===== src/rtl/pc_unit_if.sv =====
// pc_unit_if: fetch-side bundle of the program counter unit.
// Carries the pipeline control inputs (stall, instruction-memory ready,
// EX-stage redirect, trap) and the fetch address outputs (pc, pc+step,
// valid, misalignment pulse).
//   slave  modport : used by pc_unit (controls in, fetch address out)
//   master modport : used by whoever drives the controls (pipeline / bench)
interface pc_unit_if #(
    parameter int XLEN = 32
);
    logic            stall_i;
    logic            if_ready_i;
    logic            redirect_valid_i;
    logic [XLEN-1:0] redirect_target_i;
    logic            trap_valid_i;
    logic [XLEN-1:0] pc_o;
    logic [XLEN-1:0] pc_plus_o;
    logic            pc_valid_o;
    logic            misalign_o;

    modport slave (
        input  stall_i,
        input  if_ready_i,
        input  redirect_valid_i,
        input  redirect_target_i,
        input  trap_valid_i,
        output pc_o,
        output pc_plus_o,
        output pc_valid_o,
        output misalign_o
    );

    modport master (
        output stall_i,
        output if_ready_i,
        output redirect_valid_i,
        output redirect_target_i,
        output trap_valid_i,
        input  pc_o,
        input  pc_plus_o,
        input  pc_valid_o,
        input  misalign_o
    );
endinterface


===== src/rtl/pc_unit.sv =====
// pc_unit: program counter / fetch address generator.
// Ports:
//   clk   - rising-edge clock
//   rst   - asynchronous active-low reset
//   bus   - pc_unit_if.slave: stall_i, if_ready_i, redirect_valid_i,
//           redirect_target_i, trap_valid_i in; pc_o, pc_plus_o,
//           pc_valid_o, misalign_o out
// Behaviour: BOOT (one bubble after reset) -> RUN (sequential fetch by STEP)
// with trap > redirect > stall > advance priority. A trap/redirect that
// arrives while the instruction memory is not ready is parked in a pending
// register (PEND) and applied on the first ready cycle; later events
// overwrite it.
// Build option: define PC_MISALIGN_TRAP_EN to turn misaligned redirects into
// a jump to TRAP_VECTOR with a one-cycle misalign_o pulse. Without it the
// low log2(STEP) target bits are cleared and misalign_o stays 0.
module pc_unit #(
    parameter int              XLEN         = 32,
    parameter logic [XLEN-1:0] RESET_VECTOR = 32'h0000_0000,
    parameter int              STEP         = 4,
    parameter logic [XLEN-1:0] TRAP_VECTOR  = 32'h0000_0100
) (
    input logic      clk,
    input logic      rst,
    pc_unit_if.slave bus
);

    typedef enum logic [1:0] {
        BOOT = 2'd0,
        RUN  = 2'd1,
        PEND = 2'd2
    } state_e;

    // Bits below log2(STEP); any of them set marks a misaligned target.
    localparam logic [XLEN-1:0] LOW_MASK = XLEN'(STEP - 1);
    localparam logic [XLEN-1:0] STEP_INC = XLEN'(STEP);

    // Returns {misaligned_to_trap, effective_target} for a redirect target.
    function automatic logic [XLEN:0] fix_target(input logic [XLEN-1:0] t);
        logic [XLEN:0] r;
`ifdef PC_MISALIGN_TRAP_EN
        if ((t & LOW_MASK) != {XLEN{1'b0}}) begin
            r = {1'b1, TRAP_VECTOR};
        end else begin
            r = {1'b0, t};
        end
`else
        r = {1'b0, t & ~LOW_MASK};
`endif
        return r;
    endfunction

    state_e          state_r, state_s;
    logic [XLEN-1:0] pc_r, pc_s;
    logic [XLEN-1:0] pend_r, pend_s;
    logic            pend_mis_r, pend_mis_s;
    logic            valid_r;
    logic            mis_r, mis_s;
    logic            event_s;
    logic [XLEN-1:0] evt_target_s;
    logic            evt_mis_s;
    logic [XLEN:0]   fixed_s;

    // Resolve the winning event (trap beats redirect) into one target.
    always_comb begin
        fixed_s      = fix_target(bus.redirect_target_i);
        event_s      = bus.trap_valid_i | bus.redirect_valid_i;
        evt_target_s = {XLEN{1'b0}};
        evt_mis_s    = 1'b0;
        if (bus.trap_valid_i) begin
            evt_target_s = TRAP_VECTOR;
            evt_mis_s    = 1'b0;
        end else begin
            evt_target_s = fixed_s[XLEN-1:0];
            evt_mis_s    = fixed_s[XLEN];
        end
    end

    // Next-state and next-PC selection.
    always_comb begin
        state_s    = state_r;
        pc_s       = pc_r;
        pend_s     = pend_r;
        pend_mis_s = pend_mis_r;
        mis_s      = 1'b0;
        case (state_r)
            BOOT: begin
                // An event during the boot bubble is taken directly.
                state_s = RUN;
                if (event_s) begin
                    pc_s  = evt_target_s;
                    mis_s = evt_mis_s;
                end else begin
                    pc_s = pc_r;
                end
            end
            RUN: begin
                if (event_s) begin
                    if (bus.if_ready_i) begin
                        pc_s  = evt_target_s;
                        mis_s = evt_mis_s;
                    end else begin
                        pend_s     = evt_target_s;
                        pend_mis_s = evt_mis_s;
                        state_s    = PEND;
                    end
                end else if (bus.if_ready_i && !bus.stall_i) begin
                    pc_s = pc_r + STEP_INC;
                end else begin
                    pc_s = pc_r;
                end
            end
            PEND: begin
                if (bus.if_ready_i) begin
                    // A same-cycle event is newer than the parked one.
                    state_s = RUN;
                    if (event_s) begin
                        pc_s  = evt_target_s;
                        mis_s = evt_mis_s;
                    end else begin
                        pc_s  = pend_r;
                        mis_s = pend_mis_r;
                    end
                end else if (event_s) begin
                    pend_s     = evt_target_s;
                    pend_mis_s = evt_mis_s;
                end else begin
                    pend_s = pend_r;
                end
            end
            default: begin
                state_s    = BOOT;
                pc_s       = RESET_VECTOR;
                pend_s     = {XLEN{1'b0}};
                pend_mis_s = 1'b0;
            end
        endcase
    end

    // State, PC, pending target and registered output flags.
    always_ff @(posedge clk or negedge rst) begin
        if (!rst) begin
            state_r    <= BOOT;
            pc_r       <= RESET_VECTOR;
            pend_r     <= {XLEN{1'b0}};
            pend_mis_r <= 1'b0;
            valid_r    <= 1'b0;
            mis_r      <= 1'b0;
        end else begin
            state_r    <= state_s;
            pc_r       <= pc_s;
            pend_r     <= pend_s;
            pend_mis_r <= pend_mis_s;
            valid_r    <= (state_s == RUN);
            mis_r      <= mis_s;
        end
    end

    assign bus.pc_o       = pc_r;
    assign bus.pc_plus_o  = pc_r + STEP_INC;
    assign bus.pc_valid_o = valid_r;
    assign bus.misalign_o = mis_r;

endmodule


===== src/flat_wrapper.sv =====
// flat-port wrapper written by rule: the top's interface ports become plain ports
module pc_unit_flat 
#(
    parameter int              XLEN         = 32,
    parameter logic [XLEN-1:0] RESET_VECTOR = 32'h0000_0000,
    parameter int              STEP         = 4,
    parameter logic [XLEN-1:0] TRAP_VECTOR  = 32'h0000_0100
)
  (clk, rst, bus_stall_i, bus_if_ready_i, bus_redirect_valid_i, bus_redirect_target_i, bus_trap_valid_i, bus_pc_o, bus_pc_plus_o, bus_pc_valid_o, bus_misalign_o);
  pc_unit_if #(.XLEN(XLEN)) bus_i ();
  input logic clk;
  input logic rst;
  input wire logic [$bits(bus_i.stall_i)-1:0] bus_stall_i;
  input wire logic [$bits(bus_i.if_ready_i)-1:0] bus_if_ready_i;
  input wire logic [$bits(bus_i.redirect_valid_i)-1:0] bus_redirect_valid_i;
  input wire logic [$bits(bus_i.redirect_target_i)-1:0] bus_redirect_target_i;
  input wire logic [$bits(bus_i.trap_valid_i)-1:0] bus_trap_valid_i;
  output wire logic [$bits(bus_i.pc_o)-1:0] bus_pc_o;
  output wire logic [$bits(bus_i.pc_plus_o)-1:0] bus_pc_plus_o;
  output wire logic [$bits(bus_i.pc_valid_o)-1:0] bus_pc_valid_o;
  output wire logic [$bits(bus_i.misalign_o)-1:0] bus_misalign_o;
  assign bus_i.stall_i = bus_stall_i;
  assign bus_i.if_ready_i = bus_if_ready_i;
  assign bus_i.redirect_valid_i = bus_redirect_valid_i;
  assign bus_i.redirect_target_i = bus_redirect_target_i;
  assign bus_i.trap_valid_i = bus_trap_valid_i;
  assign bus_pc_o = bus_i.pc_o;
  assign bus_pc_plus_o = bus_i.pc_plus_o;
  assign bus_pc_valid_o = bus_i.pc_valid_o;
  assign bus_misalign_o = bus_i.misalign_o;
  pc_unit #(.XLEN(XLEN), .RESET_VECTOR(RESET_VECTOR), .STEP(STEP), .TRAP_VECTOR(TRAP_VECTOR)) u_core (.clk(clk), .rst(rst), .bus(bus_i));
endmodule

===== config.mk =====
export PLATFORM = sky130hd
export DESIGN_NAME = pc_unit_flat
export DESIGN_NICKNAME = d
export VERILOG_FILES = /design/src/rtl/pc_unit_if.sv /design/src/rtl/pc_unit.sv /design/src/flat_wrapper.sv
export SDC_FILE = /design/constraint.sdc
export NUM_CORES = 1
export LEC_CHECK = 0
export CAP_MARGIN = 20
export CORE_UTILIZATION = 45
export DETAILED_ROUTE_END_ITERATION = 6
export PLACE_DENSITY = 0.74
export SKIP_LAST_GASP = 1
export SYNTH_ARGS = -nofsm -noshare
export SYNTH_HDL_FRONTEND = slang
export SYNTH_SLANG_ARGS = --single-unit

===== constraint.sdc =====
create_clock -name clk -period 7.65 [get_ports clk]
set_input_delay 1.53 -clock clk [delete_from_list [all_inputs] [get_ports clk]]
set_output_delay 1.53 -clock clk [all_outputs]
set_load 0.02 [all_outputs]

==> results.cfg, run 1 <==
[logic_synthesis]
syn-cell-area_um2 = 4870
syn_inst = 578
synth_fp_nets = 621
yosys_warnings = 0
synth_flop_cell = dfrtp_1
synth_cell_type_count = 66
ys_seq_area_share_pct = 35.5
avgSynthCellArea_um2 = 8.43
synthArstFlopShare_pct = 100
yosys_register_bits = 69
synth_edf_count = 0

[placement]
place_hpwl_um = 10100
dp.cells = 775
preCtsSetupSlack_ns = 2.78
port_buffers = 101
gp_congestion = 0.853

[clocking]
cts_buffer_depth = 2
cts.sinks = 69
cts_max_level = 3
cts_root_buf = clkbuf_8
insertion_delay_ns = 0.35
cts_tree = yes
clkSlewWorstSetupHoldPaths_ns = 0.07
cts_resized = 0
numCtsBuffers = 9
post-cts-setup-buffers = 0
cts.hold.buffers_added = 0

[die]
ios = 104
die_w_um = 106
core.rowCount = 37
die_h_um = 106
core-area_um2 = 10400
die-area_um2 = 11200
start_util_pct = 46.8

[timing]
fin_ws_ns = 2.84
slew_viol_final = 0
finClkSkew_ns = 0.00917
finalCriticalPeriod_ns = 4.81
hold_viol = 0
post-route-period-util_pct = 62.8
fmax_mhz = 208
rsz0062_at_grt = false
setup_viol = 0
fin_setup_tns_ns = 0
timing.slew.headroom_pct = 33.1
tightest_slew_ns = 0.994

[final_layout]
final_common_cell = clkdlybuf4s50_1
multi_input_area_um2 = 2860
drive_gt1_share_pct = 8.26
nets = 693
fill_cells = 950
layout_common_cells = clkdlybuf4s50_1 (99), dfrtp_1 (69), nand2_1 (63), o21ai_0 (53), nor2_1 (52)
seq_area_um2 = 1730
num_antenna_cells = 0
layoutNonFillerInstCount = 790
syn_to_final_growth_pct = 23.7

[critical_path]
crit_path_cell_trace = ha_1, nand4_2, nor4_1, nand2_1, xnor2_1, clkdlybuf4s50_1
slowest_stage = nor4_1
worstPathMaxFanout = 7
cp.required_ns = 6.12
r2r_start = u_core.state_r[0]$_DFF_PN0_
cp-startpoint = u_core.bus.pc_o[3]$_DFFE_PN0P_
path_class = flop to output port
cp.arrival_ns = 3.28
end_kind = output port
worst_path_largest_cell_delay_ns = 0.90
startpoint_type = flop

[global_routing]
grt_pass1_vias = 4603
grt_usage_pct = 26.8
grt_max_degree = 70
antenna_found_initial = 0
grt_pass1_wl_um = 23900
grt_overflow = 0

[power_and_ir_drop]
powerDensity_nw_per_um2 = 385
p_leak_nw = 2.45
vdd_drop_max_mv = 0.202

[routing]
first_pass_iters = 5
vias = 4942
routedWlPerCell_um = 18.7
viasPerCell = 6.26
drtIter0Drc = 381
ant_nets = 0
drc_errors = 0
wl_um = 14800

[status]
status = finished clean

[job]
cap_violations = 0

[hold_path]
min_path_type = flop to flop
hold_path_startpoint = u_core.pend_r[20]$_DFFE_PN0P_
-- critical path, delay by kind of cell, from the launching register on --
family	cells	cell delay [ns]
xor gates and xnor gates	1	0.22
adders and majority gates	1	0.26
and+or+nand+nor	3	1.36
DFF	1	0.46
buffers and inverters	1	0.63
-- flip-flops by register name, summed over array words and instances (netlist names) --
signal / count
u_core.bus.misalign_o: 1
u_core.bus.pc_o: 32
u_core.bus.pc_valid_o: 1
u_core.pend_mis_r: 1
u_core.pend_r: 32
u_core.state_r: 2
-- Yosys cell counts, types with 4 or more instances --
cell type | instances | area share (%)
xnor2_1 | 14 | 2.5
nand2_1 | 63 | 4.9
xor2_1 | 7 | 1.3
o31a_1 | 4 | 0.72
mux2_2 | 13 | 3.0
nand3_1 | 18 | 1.9
dfrtp_1 | 69 | 35
o22ai_1 | 4 | 0.51
a221oi_1 | 4 | 0.72
nor2_1 | 52 | 4.0
a22o_1 | 21 | 3.8
nor4_2 | 4 | 1.0
buf_4 | 6 | 0.92
a22oi_1 | 22 | 3.4
nand4_1 | 10 | 1.3
nand2b_1 | 4 | 0.51
o311ai_1 | 5 | 0.90
ha_1 | 5 | 1.3
a21oi_1 | 32 | 3.3
buf_2 | 5 | 0.51
inv_1 | 14 | 1.1
nor2b_1 | 4 | 0.51
a31oi_1 | 6 | 0.77
or2_2 | 9 | 1.2
or3_1 | 4 | 0.51
and2_1 | 4 | 0.51
a2bb2oi_1 | 5 | 0.90
o21ai_0 | 53 | 5.4
mux2i_1 | 18 | 3.7
clkbuf_1 | 29 | 2.2
nor3_1 | 11 | 1.1
-- power breakdown --
group / leakage, nW / switching [mW] / internal [mW] / total [mW]
Sequential: 0.930 / 0.181 / 0.500 / 0.681
Combinational: 1.43 / 0.798 / 0.575 / 1.37
Clock: 0.0833 / 0.140 / 0.124 / 0.264
Total: 2.45 / 1.12 / 1.20 / 2.32
-- logic make-up after synthesis --
| kind of cell | share of synthesized area (%) |
|---|---|
| simple gates | 20.6 |
| compound gates | 26.4 |
| mux | 6.71 |
| fa+ha+maj | 1.28 |
| xor+xnor | 3.78 |
| buf+inv | 5.81 |
| flops | 35.5 |
-- layout make-up --
| type | instances | area share [%] |
|---|---|---|
| clock buffer | 13 | 2.47 |
| clock inverter | 2 | 0.166 |
| inverter | 14 | 0.873 |
| multi-input combinational | 448 | 47.5 |
| sequential | 69 | 28.7 |
| tap | 136 | 2.83 |
| timing repair buffer | 108 | 17.5 |
-- through the flow --
| step | hold slack (ns) | util [%] | power (mW) | cell area (um^2) |
|---|---|---|---|---|
| after floorplan | 0.446 | - | 1.52 | 4870 |
| after global placement | 0.458 | 56.3 | 2.01 | 5860 |
| after detailed placement | 0.467 | 56.3 | 2.04 | 5860 |
| after CTS | 0.483 | 57.8 | 2.31 | 6020 |
| after global routing | 0.510 | 57.8 | 2.46 | 6020 |
| final | 0.481 | 57.8 | 2.32 | 6020 |
-- final timing paths --
path,endpoint,slack (ns),cells past startpoint
setup / recovery,bus_pc_plus_o[20],2.84,6
hold / removal,u_core.pend_r[20]$_DFFE_PN0P_,0.48,2
setup reg to reg,u_core.bus.pc_o[29]$_DFFE_PN0P_,4.25,6
hold reg to reg,u_core.pend_r[20]$_DFFE_PN0P_,0.48,2
max in group asynchronous,u_core.bus.pc_o[2]$_DFFE_PN0P_,5.62,2
min in group asynchronous,u_core.pend_r[13]$_DFFE_PN0P_,1.37,2
-- metal layers --
layer	global-route usage, %	up-vias	share of wire (%)
li1	-	2282	-
met1	37.7	2398	44
met2	40.8	241	46
met3	5.46	21	7.6
met4	9.62	0	1.7
met5	0	-	0
(Power assumes the default switching activity.)
==> run 2, diff against run 1 <==
clock period = 4.7 ns   (was 7.65 ns; I/O delays follow)
==> run 2 against run 1 <==
  * Die area did not move
  * Largest power group unchanged
  * Via count down 0.49%
  * Clock skew up 0.0028 ns
  * Core utilization increased by 1.5 points
  * Final area is 2.6% higher
  * Hold slack gained 0.0036 ns
  * Global-route usage is 0.14 points higher
  * Sequential cell count did not move
  * Wire length rose by 2.7%
  * Critical path depth is the same
  * Clock power is 150% higher
==> results.cfg, run 2 (synthesis results as in run 1) <==
[critical_path]
reg2reg_to = u_core.bus.pc_o[29]$_DFFE_PN0P_
ff2ff_setup_slack_ns = 2.07
endpoint = bus_pc_plus_o[28]
startpoint_type = flop
path_class = flop to output port
r2r_start = u_core.state_r[0]$_DFF_PN0_
worst_path_largest_cell_delay_ns = 0.72
cp-startpoint = u_core.bus.pc_o[2]$_DFFE_PN0P_
cp.arrival_ns = 3.20
crit_path_cell_trace = ha_1, nand4_2, or4_1, o31a_1, or2_2, clkdlybuf4s50_1
worstPathMaxFanout = 7
end_kind = output port
slowest_stage = or4_1
rr_worst_depth = 6
cp.required_ns = 3.76

[die]
ios = 104
die_w_um = 106
die_h_um = 106
start_util_pct = 46.8
core-area_um2 = 10400
die-area_um2 = 11200
core.rowCount = 37

[status]
status = finished clean

[routing]
viasPerCell = 6.16
first_pass_iters = 7
dr_wl_met2_um = 7150
top_layer = met4
wirelength_met1_um = 6790
wl_met3_um = 999
vias = 4918
drtIter0Drc = 531
drc_errors = 0
ant_nets = 0
wl_um = 15200
routedWlPerCell_um = 19.0

[final_layout]
fin_area_um2 = 6180
fin_util_pct = 59.3
drive_gt1_share_pct = 9.82
layout_common_cells = clkdlybuf4s50_1 (99), dfrtp_1 (69), nand2_1 (63), o21ai_0 (53), nor2_1 (52)
syn_to_final_growth_pct = 26.8
fill_cells = 944
final_common_cell = clkdlybuf4s50_1
nets = 700
num_antenna_cells = 0

[clocking]
numCtsBuffers = 9
insertion_delay_ns = 0.35
cts_buffer_depth = 2
post-cts-setup-buffers = 0
cts_max_level = 3
cts_resized = 0
cts_root_buf = clkbuf_8
cts.sinks = 69
cts_tree = yes
cts.hold.buffers_added = 0
clkSlewWorstSetupHoldPaths_ns = 0.08

[power_and_ir_drop]
netSwitchingPower_mw = 1.86
p_seq_share_pct = 27.5
p_int_mw = 2.17
powerDensity_nw_per_um2 = 654
combinationalPowerShare_pct = 56.4
p_leak_nw = 2.53
clock_power_share_pct = 16.1
total_power_mw = 4.04
vdd_drop_max_mv = 0.328
swShare_pct = 46.1

[global_routing]
grt_max_degree = 43
grt_pass1_vias = 4601
grt_overflow = 0
grt_usage_pct = 27.0
antenna_found_initial = 0
grt_pass1_wl_um = 24100

[timing]
fmax_mhz = 241
slew_viol_final = 0
setup_viol = 0
post-route-period-util_pct = 88.2
rsz0062_at_grt = false
tightest_slew_ns = 0.924
fin_setup_tns_ns = 0
hold_viol = 0
timing.slew.headroom_pct = 38.4
finClkSkew_ns = 0.0120
finalCriticalPeriod_ns = 4.14

[hold_path]
min_path_type = flop to flop

[placement]
gp_congestion = 0.857
port_buffers = 101
place_hpwl_um = 10600
placed_cell_area_um2 = 5920

[job]
cap_violations = 0
[run 2: changes by cell type in the layout (fill, tap and decap cells not counted)]
cell	previous run	this run
buf_4	7	14
bufinv_16	0	4
clkbuf_1	3	0
clkbuf_8	10	9
clkinvlp_4	0	1
[run 2: worst max-delay path: cells and delay by family (launching register included)]
| family | cells | cell delay (ns) |
|---|---|---|
| flops | 1 | 0.44 |
| fa+ha+maj | 1 | 0.25 |
| buf+inv | 1 | 0.54 |
| simple gates | 3 | 1.24 |
| compound gates | 1 | 0.37 |
[run 2: routing by layer]
metal	up-vias	global-route usage [%]
li1	2287	-
met1	2383	38.0
met2	227	43.6
met3	21	2.82
met4	0	8.23
met5	-	0
[run 2: worst min-delay path by stage]
| stage | from | end | slack (ns) | depth (start not counted) |
|---|---|---|---|---|
| 2_1_floorplan | u_core.pend_r[16]$_DFFE_PN0P_ | u_core.pend_r[16]$_DFFE_PN0P_ | 0.45 | 2 |
| 3_3_place_gp | u_core.pend_r[20]$_DFFE_PN0P_ | u_core.pend_r[20]$_DFFE_PN0P_ | 0.46 | 2 |
| 3_5_place_dp | u_core.pend_r[4]$_DFFE_PN0P_ | u_core.pend_r[4]$_DFFE_PN0P_ | 0.47 | 2 |
| 4_1_cts | u_core.pend_r[4]$_DFFE_PN0P_ | u_core.pend_r[4]$_DFFE_PN0P_ | 0.49 | 2 |
| 5_1_grt | u_core.pend_r[4]$_DFFE_PN0P_ | u_core.pend_r[4]$_DFFE_PN0P_ | 0.50 | 2 |
| 6_report | u_core.pend_r[29]$_DFFE_PN0P_ | u_core.pend_r[29]$_DFFE_PN0P_ | 0.49 | 2 |
[run 2: power by group through the flow]
stage / registers [mW] / logic, mW / clock network, mW
2_1_floorplan: 1.14 / 1.35 / 0
3_3_place_gp: 1.09 / 2.21 / 0
3_5_place_dp: 1.11 / 2.25 / 0
4_1_cts: 1.10 / 2.25 / 0.655
5_1_grt: 1.14 / 2.43 / 0.680
6_report: 1.11 / 2.28 / 0.650
[run 2: metrics by stage]
step	hold slack [ns]	worst slack (ns)	instances
after floorplan	0.446	1.52	578
after global placement	0.459	1.01	782
after detailed placement	0.470	0.972	782
after CTS	0.487	0.590	798
after global routing	0.502	0.456	798
final	0.485	0.555	798
[run 2: cell type report]
| type | count | area, um^2 | area share, % |
|---|---|---|---|
| Clock buffer | 9 | 124 | 2.01 |
| Clock inverter | 7 | 138 | 2.23 |
| Inverter | 14 | 52.6 | 0.851 |
| Multi-Input combinational cell | 448 | 2860 | 46.3 |
| Sequential cell | 69 | 1730 | 28.0 |
| Tap cell | 136 | 170 | 2.75 |
| Timing Repair Buffer | 115 | 1110 | 17.9 |
==> run 3, diff against run 2 <==
CTS_CLUSTER_DIAMETER = 120   (was default)
==> results of run 3 <==
Same layout as run 2: the final DEF is identical, and so are final timing and power.
